--- src/rtl/cr_channel_allocator_if.sv ---
// rtl/cr_channel_allocator_if.sv - sense/request/lease bundle for the cognitive-radio channel allocator
// Ports (signals):
//   pu_active   master->slave  primary-user occupancy per channel
//   su_req      master->slave  level request per secondary user
//   su_grant    slave->master  SU currently holds a channel
//   ch_busy     slave->master  channel leased to an SU
//   ch_owner    slave->master  owner index per channel, slice [c*OW +: OW]
//   evict       slave->master  one-cycle pulse, SU lost its lease to a returning PU
//   frame_start slave->master  one-cycle pulse on slot 0 of each frame
//   slot_cnt    slave->master  current bit-slot of the frame
interface cr_channel_allocator_if #(
    parameter int N_CH      = 3,
    parameter int N_SU      = 6,
    parameter int FRAME_LEN = 32
);
    localparam int OW = $clog2(N_SU);
    localparam int SW = $clog2(FRAME_LEN);

    logic [N_CH-1:0]    pu_active;
    logic [N_SU-1:0]    su_req;
    logic [N_SU-1:0]    su_grant;
    logic [N_CH-1:0]    ch_busy;
    logic [N_CH*OW-1:0] ch_owner;
    logic [N_SU-1:0]    evict;
    logic               frame_start;
    logic [SW-1:0]      slot_cnt;

    modport master (
        output pu_active, su_req,
        input  su_grant, ch_busy, ch_owner, evict, frame_start, slot_cnt
    );

    modport slave (
        input  pu_active, su_req,
        output su_grant, ch_busy, ch_owner, evict, frame_start, slot_cnt
    );
endinterface

--- src/rtl/cr_channel_allocator.sv ---
// rtl/cr_channel_allocator.sv - round-robin leasing of idle licensed channels to secondary users
// Ports:
//   clk  system clock, rising edge
//   rst  asynchronous active-high reset
//   bus  cr_channel_allocator_if.slave (pu_active, su_req in; grants, leases, owners, evict, frame timing out)
// Optional feature macro: CR_GUARD_EN (per-channel PU-idle guard counters, parameter GUARD)
module cr_channel_allocator #(
    parameter int N_CH      = 3,
    parameter int N_SU      = 6,
    parameter int FRAME_LEN = 32
`ifdef CR_GUARD_EN
    ,
    parameter int GUARD     = 4
`endif
) (
    input  logic                   clk,
    input  logic                   rst,
    cr_channel_allocator_if.slave  bus
);
    localparam int OW = $clog2(N_SU);
    localparam int SW = $clog2(FRAME_LEN);
    localparam int CW = (N_CH > 1) ? $clog2(N_CH) : 1;

    typedef enum logic [1:0] {IDLE, SENSE, ALLOC, RUN} state_t;

    state_t             state_q;
    logic [N_CH-1:0]    pu_q;
    logic [OW-1:0]      rr_q, rr_d;
    logic [CW-1:0]      alloc_c_q;
    logic [SW-1:0]      slot_q;
    logic               frame_start_q;
    logic [N_CH-1:0]    busy_q, busy_d;
    logic [N_SU-1:0]    grant_q, grant_d;
    logic [N_CH*OW-1:0] owner_q, owner_d;
    logic [N_SU-1:0]    evict_q, evict_d;
    logic [N_CH-1:0]    eligible;

    logic [OW-1:0]      own;
    logic               pu_ret;
    logic               hit;
    logic [OW-1:0]      hit_su;
    int                 idx;

`ifdef CR_GUARD_EN
    localparam int GW = $clog2(GUARD + 1);
    logic [N_CH-1:0][GW-1:0] guard_q;

    // Idle counters run in every state so a PU that left just before SENSE is still too fresh.
    always_ff @(posedge clk or posedge rst) begin
        if (rst) begin
            guard_q <= '0;
        end else begin
            for (int c = 0; c < N_CH; c++) begin
                if (bus.pu_active[c])
                    guard_q[c] <= '0;
                else if (guard_q[c] != GW'(GUARD))
                    guard_q[c] <= guard_q[c] + 1'b1;
            end
        end
    end

    always_comb begin
        eligible = '0;
        for (int c = 0; c < N_CH; c++)
            eligible[c] = (guard_q[c] == GW'(GUARD)) && !pu_q[c];
    end
`else
    assign eligible = ~pu_q;
`endif

    // Lease bookkeeping: releases first, then at most one grant for the channel under ALLOC.
    // A release only touches busy channels and their (granted) owners, while a grant only
    // touches an idle channel and an ungranted SU, so the two never collide on a bit.
    always_comb begin
        busy_d  = busy_q;
        grant_d = grant_q;
        owner_d = owner_q;
        evict_d = '0;
        rr_d    = rr_q;
        own     = '0;
        pu_ret  = 1'b0;
        hit     = 1'b0;
        hit_su  = '0;
        idx     = 0;

        for (int c = 0; c < N_CH; c++) begin
            own    = owner_q[c*OW +: OW];
            pu_ret = bus.pu_active[c] && (state_q != IDLE);
            if (busy_q[c] && (pu_ret || !bus.su_req[own])) begin
                busy_d[c]    = 1'b0;
                grant_d[own] = 1'b0;
                evict_d[own] = pu_ret;      // PU return wins over a simultaneous drop
            end
        end

        if (state_q == ALLOC && eligible[alloc_c_q] && !busy_q[alloc_c_q]) begin
            // Scan backwards so the candidate closest to rr_q is the last one written.
            for (int k = N_SU - 1; k >= 0; k--) begin
                idx = int'(rr_q) + k;
                if (idx >= N_SU)
                    idx = idx - N_SU;
                if (bus.su_req[idx] && !grant_q[idx]) begin
                    hit    = 1'b1;
                    hit_su = OW'(idx);
                end
            end
            if (hit) begin
                busy_d[alloc_c_q]              = 1'b1;
                owner_d[alloc_c_q*OW +: OW]    = hit_su;
                grant_d[hit_su]                = 1'b1;
                rr_d = (hit_su == OW'(N_SU - 1)) ? '0 : hit_su + 1'b1;
            end
        end
    end

    always_ff @(posedge clk or posedge rst) begin
        if (rst) begin
            state_q       <= IDLE;
            pu_q          <= '0;
            rr_q          <= '0;
            alloc_c_q     <= '0;
            slot_q        <= '0;
            frame_start_q <= 1'b0;
            busy_q        <= '0;
            grant_q       <= '0;
            owner_q       <= '0;
            evict_q       <= '0;
        end else begin
            busy_q        <= busy_d;
            grant_q       <= grant_d;
            owner_q       <= owner_d;
            evict_q       <= evict_d;
            rr_q          <= rr_d;
            frame_start_q <= 1'b0;
            case (state_q)
                IDLE: begin
                    if (|bus.su_req || |busy_q)
                        state_q <= SENSE;
                end
                SENSE: begin
                    pu_q      <= bus.pu_active;
                    alloc_c_q <= '0;
                    state_q   <= ALLOC;
                end
                ALLOC: begin
                    if (alloc_c_q == CW'(N_CH - 1)) begin
                        state_q       <= RUN;
                        frame_start_q <= 1'b1;
                        slot_q        <= '0;
                    end else begin
                        alloc_c_q <= alloc_c_q + 1'b1;
                    end
                end
                RUN: begin
                    if (slot_q == SW'(FRAME_LEN - 1)) begin
                        slot_q  <= '0;
                        // Look at post-release leases so a frame that just lost its last one can idle.
                        state_q <= (bus.su_req == '0 && busy_d == '0) ? IDLE : SENSE;
                    end else begin
                        slot_q <= slot_q + 1'b1;
                    end
                end
                default: state_q <= IDLE;
            endcase
        end
    end

    assign bus.su_grant    = grant_q;
    assign bus.ch_busy     = busy_q;
    assign bus.ch_owner    = owner_q;
    assign bus.evict       = evict_q;
    assign bus.frame_start = frame_start_q;
    assign bus.slot_cnt    = slot_q;
endmodule
--- src/flat_wrapper.sv ---
// flat-port wrapper written by rule: the top's interface ports become plain ports
module cr_channel_allocator_flat 
#(
    parameter int N_CH      = 3,
    parameter int N_SU      = 6,
    parameter int FRAME_LEN = 32

)
  (clk, rst, bus_pu_active, bus_su_req, bus_su_grant, bus_ch_busy, bus_ch_owner, bus_evict, bus_frame_start, bus_slot_cnt);
  cr_channel_allocator_if #(.N_CH(N_CH), .N_SU(N_SU), .FRAME_LEN(FRAME_LEN)) bus_i ();
  input  logic clk;
  input  logic rst;
  input wire logic [$bits(bus_i.pu_active)-1:0] bus_pu_active;
  input wire logic [$bits(bus_i.su_req)-1:0] bus_su_req;
  output wire logic [$bits(bus_i.su_grant)-1:0] bus_su_grant;
  output wire logic [$bits(bus_i.ch_busy)-1:0] bus_ch_busy;
  output wire logic [$bits(bus_i.ch_owner)-1:0] bus_ch_owner;
  output wire logic [$bits(bus_i.evict)-1:0] bus_evict;
  output wire logic [$bits(bus_i.frame_start)-1:0] bus_frame_start;
  output wire logic [$bits(bus_i.slot_cnt)-1:0] bus_slot_cnt;
  assign bus_i.pu_active = bus_pu_active;
  assign bus_i.su_req = bus_su_req;
  assign bus_su_grant = bus_i.su_grant;
  assign bus_ch_busy = bus_i.ch_busy;
  assign bus_ch_owner = bus_i.ch_owner;
  assign bus_evict = bus_i.evict;
  assign bus_frame_start = bus_i.frame_start;
  assign bus_slot_cnt = bus_i.slot_cnt;
  cr_channel_allocator #(.N_CH(N_CH), .N_SU(N_SU), .FRAME_LEN(FRAME_LEN)) u_core (.clk(clk), .rst(rst), .bus(bus_i));
endmodule
--- config.mk ---
export PLATFORM = sky130hd
export DESIGN_NAME = cr_channel_allocator_flat
export DESIGN_NICKNAME = d
export VERILOG_FILES = /design/src/rtl/cr_channel_allocator_if.sv /design/src/rtl/cr_channel_allocator.sv /design/src/flat_wrapper.sv
export SDC_FILE = /design/constraint.sdc
export NUM_CORES = 1
export LEC_CHECK = 0
export CAP_MARGIN = 20
export CORE_ASPECT_RATIO = 1.25
export CORE_UTILIZATION = 35
export CTS_BUF_LIST = sky130_fd_sc_hd__clkbuf_16
export CTS_CLUSTER_SIZE = 8
export DETAILED_ROUTE_END_ITERATION = 10
export SLEW_MARGIN = 20
export SYNTH_ARGS = -nofsm -noshare
export SYNTH_HDL_FRONTEND = slang
export SYNTH_SLANG_ARGS = --single-unit
--- constraint.sdc ---
create_clock -name clk -period 3.41 [get_ports clk]
set_clock_uncertainty 0.2 [all_clocks]
set_input_delay 0.682 -clock clk [delete_from_list [all_inputs] [get_ports clk]]
set_output_delay 0.682 -clock clk [all_outputs]
set_load 0.01 [all_outputs]
Word-level counts from Yosys, hierarchy flattened
Index checks and enable logic that the tools add are counted.
{"block": "totals", "ff_bits": 40, "inputBits": 11, "output_inout_bits": 30, "word_cells": 227}
{"block": "classes", "add_sub_neg": 15, "n_mul": 1, "n_lt_le_gt_ge": 22, "eq_ne": 10, "n_shift": 2, "muxes": 111, "bitwise": 10, "n_reduce_logical": 46}
{"cell": "32-bit 2-to-1 mux", "n": 12}
{"cell": "32-bit by 5-bit less-than comparator with 1-bit output, second input constant", "n": 6}
{"cell": "32-bit by 4-bit >= comparator with 1-bit output, second input constant", "n": 5}
{"cell": "32-bit by 4-bit subtractor with 32-bit output, second input constant", "n": 5}
{"cell": "6-bit 2-to-1 mux", "n": 8}
{"cell": "1-bit 2-to-1 mux", "n": 47}
{"cell": "1-bit binary-select mux with 3-bit select", "n": 15}
{"cell": "4-bit negation with 34-bit output", "n": 1}
{"cell": "3-bit by 34-bit variable shift with 9-bit output, first input constant", "n": 1}
{"cell": "3-bit by 34-bit indexed part select with 9-bit output", "n": 1}
{"cell": "3-bit 2-to-1 mux", "n": 10}
{"cell": "6-bit bitwise AND", "n": 4}
{"cell": "1-bit logical AND", "n": 20}
{"cell": "6-bit inverter", "n": 3}
{"cell": "3-bit by 4-bit less-than comparator with 1-bit output, second input constant", "n": 4}
{"cell": "6-bit bitwise mux", "n": 2}
{"cell": "1-bit demux with 3-bit select", "n": 4}
{"cell": "3-bit by 1-bit >= comparator with 1-bit output, second input constant", "n": 4}
{"cell": "1-bit zero test", "n": 10}
{"cell": "5-bit 2-to-1 mux", "n": 2}
{"cell": "5-bit one-hot mux with 2 select lines", "n": 1}
{"cell": "9-bit bitwise mux", "n": 1}
{"cell": "3-bit by 2-bit adder with 4-bit output, second input constant", "n": 2}
{"cell": "3-bit by 3-bit adder with 4-bit output, second input constant", "n": 2}
{"cell": "32 further kinds", "n": 47}

Depth between registers and ports, before layout
Gate-level depths: netlist of the first run.
{"block": "logic_depth", "word_depth": 25, "ltp_mapped": 14, "depth_no_buf": 12}

Worst setup path before layout of the first run
No wires, ideal clock.
{"block": "synth_path", "path_kind": "reg-to-reg", "from": "reg u_core.rr_q[1]", "to": "reg u_core.grant_q[0], in the netlist u_core.bus.su_grant[0]", "setup_ns": 0.080, "arrival_ns": 3.081, "t_required_ns": 3.130, "path_slack_ns": 0.048, "path_stages_with_launch": 14, "n_path_buf": 1, "synth_period_minus_slack_ns": 3.362, "path_cell_list": "dfrtp_1 -> inv_2 -> ha_1 -> buf_2 -> inv_1 -> ha_1 -> inv_1 -> o31a_1 -> o21bai_1 -> a21o_1 -> o311a_1 -> o32a_1 -> nand2b_1 -> o22ai_2"}
{"block": "synth_between", "elab_chain_len": 23, "elab_cells_between_ends": 99, "classes_between": "add/sub: 11; order compare: 8; mux: 66; bitwise: 1; reduce/logical: 13"}
{"item": "from (decl)", "line": "cr_channel_allocator.sv:28", "rtl": "logic [OW-1:0] rr_q, rr_d;"}
{"item": "from (signal assigned)", "line": "cr_channel_allocator.sv:133", "rtl": "rr_q <= rr_d;"}
{"item": "3-bit by 3-bit adder with 4-bit output", "line": "cr_channel_allocator.sv:99", "rtl": "idx = int'(rr_q) + k;"}
{"item": "32-bit by 4-bit subtractor with 32-bit output or 32-bit by 4-bit >= comparator with 1-bit output (tied branches)", "line": "cr_channel_allocator.sv:101, cr_channel_allocator.sv:100"}
{"item": "32-bit 2-to-1 mux", "line": "cr_channel_allocator.sv:100", "rtl": "if (idx >= N_SU)"}
{"item": "32-bit 2-to-1 mux", "line": "cr_channel_allocator.sv:96", "rtl": "if (state_q == ALLOC && eligible[alloc_c_q] && !busy_q[alloc_c_q]) begin"}
{"item": "1-bit binary-select mux with 3-bit select", "line": "cr_channel_allocator.sv:102", "rtl": "if (bus.su_req[idx] && !grant_q[idx]) begin"}
{"item": "1-bit 2-to-1 mux (implied by the code) (2 in series)", "line": "cr_channel_allocator.sv:102"}
{"item": "1-bit zero test", "line": "cr_channel_allocator.sv:102"}
{"item": "1-bit logical AND", "line": "cr_channel_allocator.sv:102"}
{"item": "(+7 left out)"}
{"item": "3-bit by 4-bit less-than comparator with 1-bit output (implied by the code) or 3-bit by 1-bit >= comparator with 1-bit output (tied branches)", "line": "cr_channel_allocator.sv:110", "rtl": "grant_d[hit_su] = 1'b1;"}
{"item": "1-bit logical AND (implied by the code)", "line": "cr_channel_allocator.sv:110"}
{"item": "1-bit 2-to-1 mux (implied by the code)", "line": "cr_channel_allocator.sv:110"}
{"item": "1-bit demux with 3-bit select"}
{"item": "6-bit OR (no line)"}
{"item": "6-bit 2-to-1 mux *", "line": "cr_channel_allocator.sv:107", "rtl": "if (hit) begin"}
{"item": "6-bit 2-to-1 mux *", "line": "cr_channel_allocator.sv:96"}
{"item": "net u_core.grant_d[0]", "line": "cr_channel_allocator.sv:33", "rtl": "logic [N_SU-1:0] grant_q, grant_d;"}
{"item": "to (signal assigned)", "line": "cr_channel_allocator.sv:130", "rtl": "grant_q <= grant_d;"}
{"item": "to (decl)", "line": "cr_channel_allocator.sv:33"}
The timed path passes the listed nets; every way through them passes the cells marked *. The select of a mux whose other input is x is not followed.
A chain may end at the register's enable or synchronous reset.

Worst setup path after layout of the first run
{"block": "layout_path", "from": "in bus_su_req[2]", "to": "reg u_core.owner_q[2], in the netlist u_core.bus.ch_owner[2]"}
{"block": "layout_between", "elab_chain_len": 13, "elab_cells_between_ends": 41, "classes_between": "shift: 1; mux: 33; reduce/logical: 7"}
{"item": "from (decl)", "line": "flat_wrapper.sv:14", "rtl": "input wire logic [$bits(bus_i.su_req)-1:0] bus_su_req;"}
{"item": "1-bit binary-select mux with 3-bit select", "line": "cr_channel_allocator.sv:102"}
{"item": "1-bit 2-to-1 mux (implied by the code) (2 in series)", "line": "cr_channel_allocator.sv:102"}
{"item": "1-bit logical AND", "line": "cr_channel_allocator.sv:102"}
{"item": "3-bit 2-to-1 mux (6 in series)", "line": "cr_channel_allocator.sv:102"}
{"item": "3-bit 2-to-1 mux", "line": "cr_channel_allocator.sv:96"}
{"item": "3-bit by 34-bit indexed part select with 9-bit output", "line": "cr_channel_allocator.sv:109", "rtl": "owner_d[alloc_c_q*OW +: OW] = hit_su;"}
{"item": "9-bit bitwise mux", "line": "cr_channel_allocator.sv:109"}
{"item": "to (signal assigned)", "line": "cr_channel_allocator.sv:131", "rtl": "owner_q <= owner_d;"}
{"item": "to (decl)", "line": "cr_channel_allocator.sv:34", "rtl": "logic [N_CH*OW-1:0] owner_q, owner_d;"}
Parallel ways exist; a longest one is shown, timed or not. The select of a mux whose other input is x is not followed.

==> results_dict.tcl, run 1 <==
set metrics [dict create \
    result_of_the_run "finished, final reports clean" \
    globalRouteTotalUtil_pct 20.6 \
    power-per-cell-area_mw_per_mm2 1180 \
    hold_path_end "u_core.pu_q[1]$_DFFE_PP0P_" \
    post_cts_hold_buffer_count 0 \
    initial_antenna_violation_count 0 \
    gp_congestion 0.894 \
    ys_ff_latch 40 \
    grt_max_degree 41 \
    crit-reg2reg-launch "u_core.rr_q[0]$_DFFE_PP0P_" \
    worst_ir_drop_vdd_v 0.000490 \
    fp.coreArea_mm2 0.00971 \
    place.detailed.hpwl_mm 8.19 \
    ys.flop_type "dfrtp_1" \
    endpoint_kind "register" \
    die_height_um 114 \
    grt_pass1_vias 3306 \
    fmax_mhz 300 \
    r2r_end "u_core.bus.ch_owner[2]$_DFFE_PP0P_" \
    placed_cells_incl_taps 579 \
    floorplan.initialDensity_pct 36.3 \
    port_buffers 40 \
    count_of_flip_flops_with_a_built_in_enable_after_synthesis 0 \
    num-nets-final 497 \
    setup_tns_ns 0 \
    synthCells 380 \
    setup-violations-final 0 \
    cts.htree.levels 2 \
    vias_per_cell 5.67 \
    netlist.area_leader.share_pct 28.4 \
    drc 0 \
    total_die_area_mm2 0.0105 \
    setup_repair_after_global_routing_missed_its_margin "false" \
    path_clk_slew_ns 0.06 \
    critical-path-max-stage-delay_ns 0.47 \
    cts_root_cell "clkbuf_16" \
    cts_inserted_buffers 5 \
    cp-start-kind "input port" \
    critical_path_peak_fanout 5 \
    ys_warn_count 0 \
    worst_slew_pin_slew_ns 0.524 \
    reg_to_reg_slack_setup_ns 0.14 \
    syn2layout_area_growth_pct 30.6 \
    timing.final.hold_violations 0 \
    clk_latency_ns 0.29 \
    drt_pass1_iterations 4 \
    layout_worst_path_cycle_share_pct 97.7 \
    post_drt_wl_per_cell_um 17.7 \
    fp.dieW_um 91.7 \
    timing.reg2reg.worst_path_depth 13 \
    num_antenna_cells 0 \
    instances_no_fill 588 \
    layout-drive-gt1-share_pct 22.1 \
    crit_path_top_delay_cell "clkdlybuf4s50_1" \
    cpLargestDelayFamily "compound AO/OA/AOI/OAI gates" \
    required_time_at_the_worst_slack_endpoint_ns 3.38 \
    crit_buf_inv 3 \
    core.rowCount 40 \
    clock-sinks 40 \
    synth_async_sr_flop_share_pct 100 \
    timing.setup.critical_path_class "in2reg" \
    period_minus_slack_ns 3.33 \
    placed_instance_area_mm2 0.00436 \
    grt.overflow.total 0 \
    number_of_pins_with_negative_max_slew_slack_in_the_final_report 0 \
    mappedNetlistNets 416 \
    synth-seq-area-share_pct 28.4 \
    postRouteAntennaNets 0 \
    worst_hold_path.num_cells 1 \
    timing.max_cap.violations 0 \
    netlist_area_mm2 0.00352 \
    dr.first_iter.drc_count 114 \
    synth_area_per_cell_um2 9.27 \
    wire_length_of_the_first_global_routing_pass_mm 16.9 \
    timing.slew.headroom_pct 65.1 \
    pin_count 41 \
    detail_route.wirelength_mm 10.4 \
    post-synth-top-area-cell "dfrtp_1" \
    synth.area.top_cells "dfrtp_1 28%, ha_1 8.9%, mux2_2 4.5%" \
    tritoncts "done" \
    synthDistinctLibCells 77 \
    cts_buffer_depth 2 \
    critical-path-top-cell-by-count "buf_4" \
    cp_cell_sequence "clkdlybuf4s50_1, buf_4, nand3b_1, nand2_1, a41o_1, a21o_1, o311a_1, o32a_1, buf_4, nand3_1, o2bb2ai_1" \
    leakagePower_nw 2.01 \
    design_area_mm2 0.00460 \
    worst_hold_startpoint "u_core.pu_q[1]$_DFFE_PP0P_" \
    num_vias 3335 \
    hold_path_class "reg2reg" \
    timing.critical_path.arrival_ns 3.30 \
]
==> worst max-delay path by stage <==
| stage | from | endpoint | slack [ns] | depth (start not counted) |
|---|---|---|---|---|
| after floorplan | u_core.rr_q[1]$_DFFE_PP0P_ | u_core.bus.su_grant[0]$_DFF_PP0_ | 0.05 | 13 |
| after global placement | bus_su_req[2] | u_core.bus.su_grant[0]$_DFF_PP0_ | -0.23 | 10 |
| after detailed placement | bus_su_req[2] | u_core.bus.su_grant[0]$_DFF_PP0_ | -0.18 | 10 |
| after CTS | u_core.rr_q[0]$_DFFE_PP0P_ | u_core.bus.su_grant[1]$_DFF_PP0_ | 0.004 | 12 |
| after global routing | bus_su_req[2] | u_core.bus.ch_owner[2]$_DFFE_PP0P_ | 0.009 | 11 |
| final | bus_su_req[2] | u_core.bus.ch_owner[2]$_DFFE_PP0P_ | 0.08 | 11 |
==> state kept, by name (all words and copies together) (netlist names) <==
signal	cells
u_core.alloc_c_q	2
u_core.bus.ch_busy	3
u_core.state_q	2
u_core.bus.frame_start	1
u_core.bus.slot_cnt	5
u_core.bus.evict	6
u_core.bus.ch_owner	9
u_core.rr_q	3
u_core.bus.su_grant	6
u_core.pu_q	3
==> synthesized netlist by cell type (4+ instances only) <==
master    count
a211oi_1      5
a21o_1        6
a21oi_1      18
and2_1        4
and3_1        4
buf_2         4
clkbuf_1      6
dfrtp_1      40
ha_1         25
inv_1        14
mux2_2       14
mux2i_1      15
mux4_2        4
nand2_1      25
nand2b_1     18
nand3_1      11
nand3b_1      6
nor2_1       28
nor2b_1      11
nor3_1        7
o211a_1       4
o211ai_1      6
o21ai_0      12
o21ai_1       9
or3_1         5
==> power breakdown <==
part / switching (mW) / total [mW] / internal [mW]
Sequential: 0.268 / 0.907 / 0.639
Clock: 0.195 / 0.536 / 0.341
Combinational: 2.05 / 3.98 / 1.93
Total: 2.51 / 5.43 / 2.91
==> cell families (layout without fill, tap and decap cells) <==
group | Yosys count | in the layout | share of synthesized area [%]
simple gates | 140 | 140 | 22.3
compound gates | 109 | 109 | 23.8
flops | 40 | 40 | 28.4
mux | 34 | 34 | 11.6
buf+inv | 27 | 109 | 3.34
fa+ha+maj | 25 | 25 | 8.88
xor+xnor | 5 | 5 | 1.67
==> layer usage <==
layer  vias up  GRT usage [%]  wire, um
met5         -              0         0
met4         0           8.23       281
met3        22           2.79       511
met2       106           36.8      5300
met1      1609           24.9      4310
li1       1598              -         -
==> cell type report <==
cell class / count / area (um2)
clock buffer: 5 / 125
clock inverter: 3 / 38.8
fill: 959 / 5110
inverter: 15 / 56.3
multi-input combinational: 313 / 2470
sequential: 40 / 1000
tap: 126 / 158
timing repair buffer: 86 / 746
==> what timing repair did <==
item / 4_1_cts / 5_1_grt
gates resized for setup: 1 / 17
setup buffers: 0 / 1
endpoints found under the setup margin: 3 / 11
gates cloned: 0 / 0
pin swaps: 0 / 2
==> layout by cell type (no fill, tap or decap), drive strengths merged, types with 7 or more instances in the layout <==
cell type and count:
buf 46, clkdlybuf4s50 40, dfrtp 40, nor2 28, nand2 25, ha 25
o21ai 21, a21oi 19, nand2b 19, inv 16, mux2 15, mux2i 15
nor2b 11, nand3 11, nor3 7, o211ai 7
==> through the flow <==
stage	worst slack (ns)	hold slack (ns)	power (mW)	util, %
final	0.0780	0.311	5.43	47.4
after floorplan	0.0483	0.275	3.26	-
after detailed placement	-0.185	0.300	4.64	44.9
after global placement	-0.227	0.296	4.61	44.9
after global routing	0.00936	0.342	5.83	47.4
after CTS	0.00401	0.313	5.21	46.6
Note: power is estimated with default switching activity, not from simulation.
==> run 2: changes to the inputs <==
- GPL_ROUTABILITY_DRIVEN: unset -> 0
- REMOVE_ABC_BUFFERS: unset -> 1
==> results_dict.tcl, run 2 (same netlist as run 1, synthesis figures left out) <==
set metrics [dict create \
    syn2layout_area_growth_pct 28.6 \
    layout.area.seq_mm2 0.00100 \
    cp_cell_sequence "clkdlybuf4s50_1, buf_4, and3b_1, buf_4, o221a_2, or3_1, nor3b_2, a21oi_4, nand2_1, mux2_2" \
    multi_input_comb_area_mm2 0.00245 \
    cts_root_cell "clkbuf_16" \
    dr.first_iter.drc_count 157 \
    leakagePower_nw 2.00 \
    post_cts_hold_buffer_count 0 \
    num_antenna_cells 0 \
    largest_register_ff_count 9 \
    port_buffers 40 \
    clock-sinks 40 \
    period_minus_slack_ns 3.29 \
    instances_no_fill 584 \
    timing.final.hold_violations 0 \
    setup_repair_after_global_routing_missed_its_margin "false" \
    postRouteAntennaNets 0 \
    floorplan.initialDensity_pct 36.3 \
    design_area_mm2 0.00453 \
    layout.cells.most_common "buf_4" \
    fp.dieW_um 91.7 \
    fmax_mhz 304 \
    fin_worst_hold_slack_ns 0.306 \
    cts.htree.levels 2 \
    timing.critical_path.arrival_ns 3.26 \
    setup-violations-final 0 \
    number_of_pins_with_negative_max_slew_slack_in_the_final_report 0 \
    num-nets-final 494 \
    setup_tns_ns 0 \
    required_time_at_the_worst_slack_endpoint_ns 3.38 \
    critical_path_peak_fanout 6 \
    layout-drive-gt1-share_pct 20.5 \
    cts_inserted_buffers 5 \
    worst_slew_pin_slew_ns 0.514 \
    total_die_area_mm2 0.0105 \
    wire_length_of_the_first_global_routing_pass_mm 16.6 \
    layout.cells.most_common_list "43 x buf_4, 40 x dfrtp_1, 37 x clkdlybuf4s50_1" \
    cts_buffer_depth 2 \
    placed_cells_incl_taps 577 \
    crit_path_top_delay_cell "clkdlybuf4s50_1" \
    drt_pass1_iterations 4 \
    grt_pass1_vias 3330 \
    worst_ir_drop_vdd_v 0.000479 \
    num-fill-cells 942 \
    fp.coreArea_mm2 0.00971 \
    critical-path-top-cell-by-count "buf_4" \
    cp-start-kind "input port" \
    vias_per_cell 5.54 \
    postCtsSetupRepairBufs 0 \
    initial_antenna_violation_count 0 \
    post_drt_wl_per_cell_um 17.2 \
    tritoncts "done" \
    num_vias 3235 \
    timing.setup.critical_path_class "in2reg" \
    globalRouteTotalUtil_pct 20.1 \
    drc 0 \
    power-per-cell-area_mw_per_mm2 1140 \
    placed_instance_area_mm2 0.00434 \
    place.detailed.hpwl_mm 7.93 \
    pin_count 41 \
    core.rowCount 40 \
    layout_worst_path_cycle_share_pct 96.5 \
    path_clk_slew_ns 0.06 \
    endpoint_kind "register" \
    postLayoutCoreUtil_pct 46.6 \
    timing.max_cap.violations 0 \
    detail_route.wirelength_mm 10.0 \
    result_of_the_run "finished, final reports clean" \
    clk_latency_ns 0.29 \
    grt.overflow.total 0 \
    die_height_um 114 \
    hold_path_class "reg2reg" \
    grt_max_degree 41 \
    critical-path-max-stage-delay_ns 0.45 \
    timing.slew.headroom_pct 65.8 \
]
==> run 2: cell types whose count changed in the layout (fill, tap and decap cells not counted), sizes merged <==
cell | previous run | this run
buf | 46 | 43
clkdlybuf4s50 | 40 | 37
dlymetal6s2s | 0 | 2
dlygate4sd2 | 0 | 1
bufinv | 1 | 0
==> run 2: through the flow <==
step | total power [mW] | setup slack (ns)
detailed placement | 4.57 | -0.284
global route | 5.55 | 0.000452
floorplan | 3.21 | -0.342
CTS | 5.04 | 0.0177
finish | 5.14 | 0.120
global placement | 4.53 | -0.211
==> run 2: where the power goes <==
part | internal (mW) | switching [mW] | total (mW)
clock network | 0.263 | 0.180 | 0.443
registers | 0.637 | 0.256 | 0.893
logic | 1.84 | 1.97 | 3.81
total | 2.74 | 2.41 | 5.14
==> run 2: worst paths after layout <==
kind                                                      end                       start  depth (start not counted)  slack (ns)
min in group asynchronous     u_core.bus.ch_busy[1]$_DFF_PP0_                         rst                          3        0.63
setup / recovery           u_core.bus.ch_owner[1]$_DFFE_PP0P_               bus_su_req[5]                         10        0.12
max in group asynchronous  u_core.bus.slot_cnt[0]$_DFFE_PP0P_                         rst                          3        2.03
hold reg to reg                    u_core.pu_q[1]$_DFFE_PP0P_  u_core.pu_q[1]$_DFFE_PP0P_                          1        0.31
hold / removal                     u_core.pu_q[1]$_DFFE_PP0P_  u_core.pu_q[1]$_DFFE_PP0P_                          1        0.31
setup reg to reg           u_core.bus.ch_owner[1]$_DFFE_PP0P_  u_core.rr_q[1]$_DFFE_PP0P_                         10        0.13
==> run 2: layout make-up <==
cell class	instances	share of cell area [%]
Sequential cell	40	22.1
Multi-Input combinational cell	313	54.2
Timing Repair Buffer	83	16.0
Tap cell	126	3.48
Clock buffer	5	2.76
Clock inverter	2	0.193
Inverter	15	1.24
==> run 2: layer usage <==
metal / wire (um) / part of all wire (%) / vias to the layer above / track usage, %
li1: - / - / 1595 / -
met1: 4370 / 43 / 1524 / 25.2
met2: 4900 / 49 / 92 / 34.6
met3: 420 / 4.2 / 24 / 2.19
met4: 348 / 3.5 / 0 / 9.38
met5: 0 / 0 / - / 0
==> run 2: worst max-delay path: cells and delay by family <==
family,cells,cell delay (ns)
multiplexers,1,0.36
AND/OR/NAND/NOR,4,1.00
buffers and inverters,3,0.80
AO/OA/AOI/OAI,2,0.40
==> run 2: what timing repair did <==
| item | in CTS | in global routing |
|---|---|---|
| resized for setup | 1 | 13 |
| cloned | 0 | 0 |
| pin swaps | 0 | 1 |
| endpoints found under the setup margin | 1 | 14 |
==> run 3: changes to the inputs <==
- CORE_UTILIZATION: 35 -> 50
- PLACE_DENSITY: unset -> 0.75
==> results_dict.tcl, run 3 (same netlist as run 1, synthesis figures left out) <==
set metrics [dict create \
    number_of_pins_with_negative_max_slew_slack_in_the_final_report 0 \
    worst_setup_path_startpoint "bus_su_req[3]" \
    critical_path_peak_fanout 7 \
    wire_length_of_the_first_global_routing_pass_mm 16.3 \
    num_vias 3415 \
    design_power_total_mw 5.35 \
    worst_hold_startpoint "u_core.pu_q[1]$_DFFE_PP0P_" \
    cp-start-kind "input port" \
    post_drt_wl_per_cell_um 18.0 \
    total_die_area_mm2 0.00739 \
    placed_cells_incl_taps 547 \
    timing.setup.critical_path_class "in2reg" \
    vias_per_cell 6.09 \
    timing.critical_path.arrival_ns 3.28 \
    largest_register_ff_count 9 \
    postRouteAntennaNets 0 \
    fp.dieW_um 77.1 \
    die_height_um 95.9 \
    initial_antenna_violation_count 0 \
    hold_path_class "reg2reg" \
    grt_max_degree 41 \
    setup_repair_after_global_routing_missed_its_margin "true" \
    endpoint_kind "register" \
    instances_no_fill 561 \
    timing.final.hold_violations 0 \
    drc 0 \
    syn2layout_area_growth_pct 30.4 \
    fp.coreArea_mm2 0.00669 \
    leakagePower_nw 2.06 \
    power-per-cell-area_mw_per_mm2 1160 \
    cts.htree.levels 2 \
    timing.max_cap.violations 0 \
    detail_route.wirelength_mm 10.1 \
    required_time_at_the_worst_slack_endpoint_ns 3.37 \
    setup_tns_ns 0 \
    fmax_mhz 301 \
    place.detailed.hpwl_mm 7.79 \
    floorplan.initialDensity_pct 52.7 \
    core.rowCount 33 \
    period_minus_slack_ns 3.33 \
    result_of_the_run "finished, final reports clean" \
    dr.first_iter.drc_count 168 \
    path_clk_slew_ns 0.06 \
    pin_count 41 \
    num-nets-final 509 \
    cts_inserted_buffers 5 \
    num_antenna_cells 0 \
    layout.cells.most_common "buf_4" \
    cts_root_cell "clkbuf_16" \
    layout_worst_path_cycle_share_pct 97.5 \
    cts_buffer_depth 2 \
    layout-drive-gt1-share_pct 23.4 \
    port_buffers 40 \
    grt_pass1_vias 3382 \
    tritoncts "done" \
    clk_latency_ns 0.28 \
    worst_slew_pin_slew_ns 0.505 \
    fin_worst_hold_slack_ns 0.317 \
    globalRouteTotalUtil_pct 28.4 \
    timing.slew.headroom_pct 66.3 \
    crit-reg2reg-launch "u_core.rr_q[2]$_DFFE_PP0P_" \
    grt.overflow.total 0 \
    drt_pass1_iterations 5 \
    worst_ir_drop_vdd_v 0.000726 \
    clock-sinks 40 \
    num-fill-cells 548 \
    setup-violations-final 0 \
    layout.cells.most_common_list "57 x buf_4, 39 x clkdlybuf4s50_1, 38 x dfrtp_1" \
]
## run 3: per-layer routing
metal,share of wire [%],global-route usage (%),up-vias
met5,0,0,-
met4,4.3,14.9,0
met3,4.8,3.13,40
met2,50,50.5,145
met1,40,34.0,1605
li1,-,-,1625
## run 3: layout make-up
class,instances,area (um2),area share [%]
Clock buffer,5,125,2.72
Clock inverter,3,17.5,0.381
Inverter,15,56.3,1.23
Multi-Input combinational cell,313,2440,53.1
Sequential cell,40,1000,21.8
Tap cell,87,109,2.37
Timing Repair Buffer,98,842,18.3
## run 3: timing repair
action	4_1_cts	5_1_grt
setup endpoints to repair	3	18
pin swaps	0	4
hold buffers	0	0
gates resized for setup	1	13
setup buffers	0	6
## run 3: power by group
group	leakage (nW)	switching [mW]	internal, mW	total (mW)
sequential	0.518	0.259	0.639	0.898
combinational	1.47	2.03	1.96	3.99
clock	0.0716	0.191	0.270	0.461
## run 3: per-stage QoR
stage	utilization [%]	worst slack (ns)	instance area, um2
2_1_floorplan	-	-0.342	3460
3_3_place_gp	65.2	-0.184	4360
3_5_place_dp	65.2	-0.279	4360
4_1_cts	67.4	0.00436	4510
5_1_grt	68.7	-0.0312	4600
6_report	68.7	0.0849	4600
## run 3: path summary, 6_finish.rpt
check                                                           to  slack [ns]  depth (start not counted)
worst min register to register          u_core.pu_q[1]$_DFFE_PP0P_        0.32                          1
worst max-delay path            u_core.bus.ch_owner[3]$_DFFE_PP0P_        0.08                          9
worst min-delay path                    u_core.pu_q[1]$_DFFE_PP0P_        0.32                          1
min in group asynchronous            u_core.bus.evict[1]$_DFF_PP0_        0.62                          3
max in group asynchronous               u_core.rr_q[0]$_DFFE_PP0P_        2.00                          3
worst max register to register  u_core.bus.ch_owner[7]$_DFFE_PP0P_        0.11                         10
## run 3: worst max-delay path, cell delays in order
cell,delay [ns]
clkdlybuf4s50_1,0.54
or3b_1,0.40
a2111oi_0,0.44
a41o_1,0.22
a21o_1,0.17
nor2_1,0.11
a21oi_4,0.27
nand2_2,0.13
mux2_1,0.33
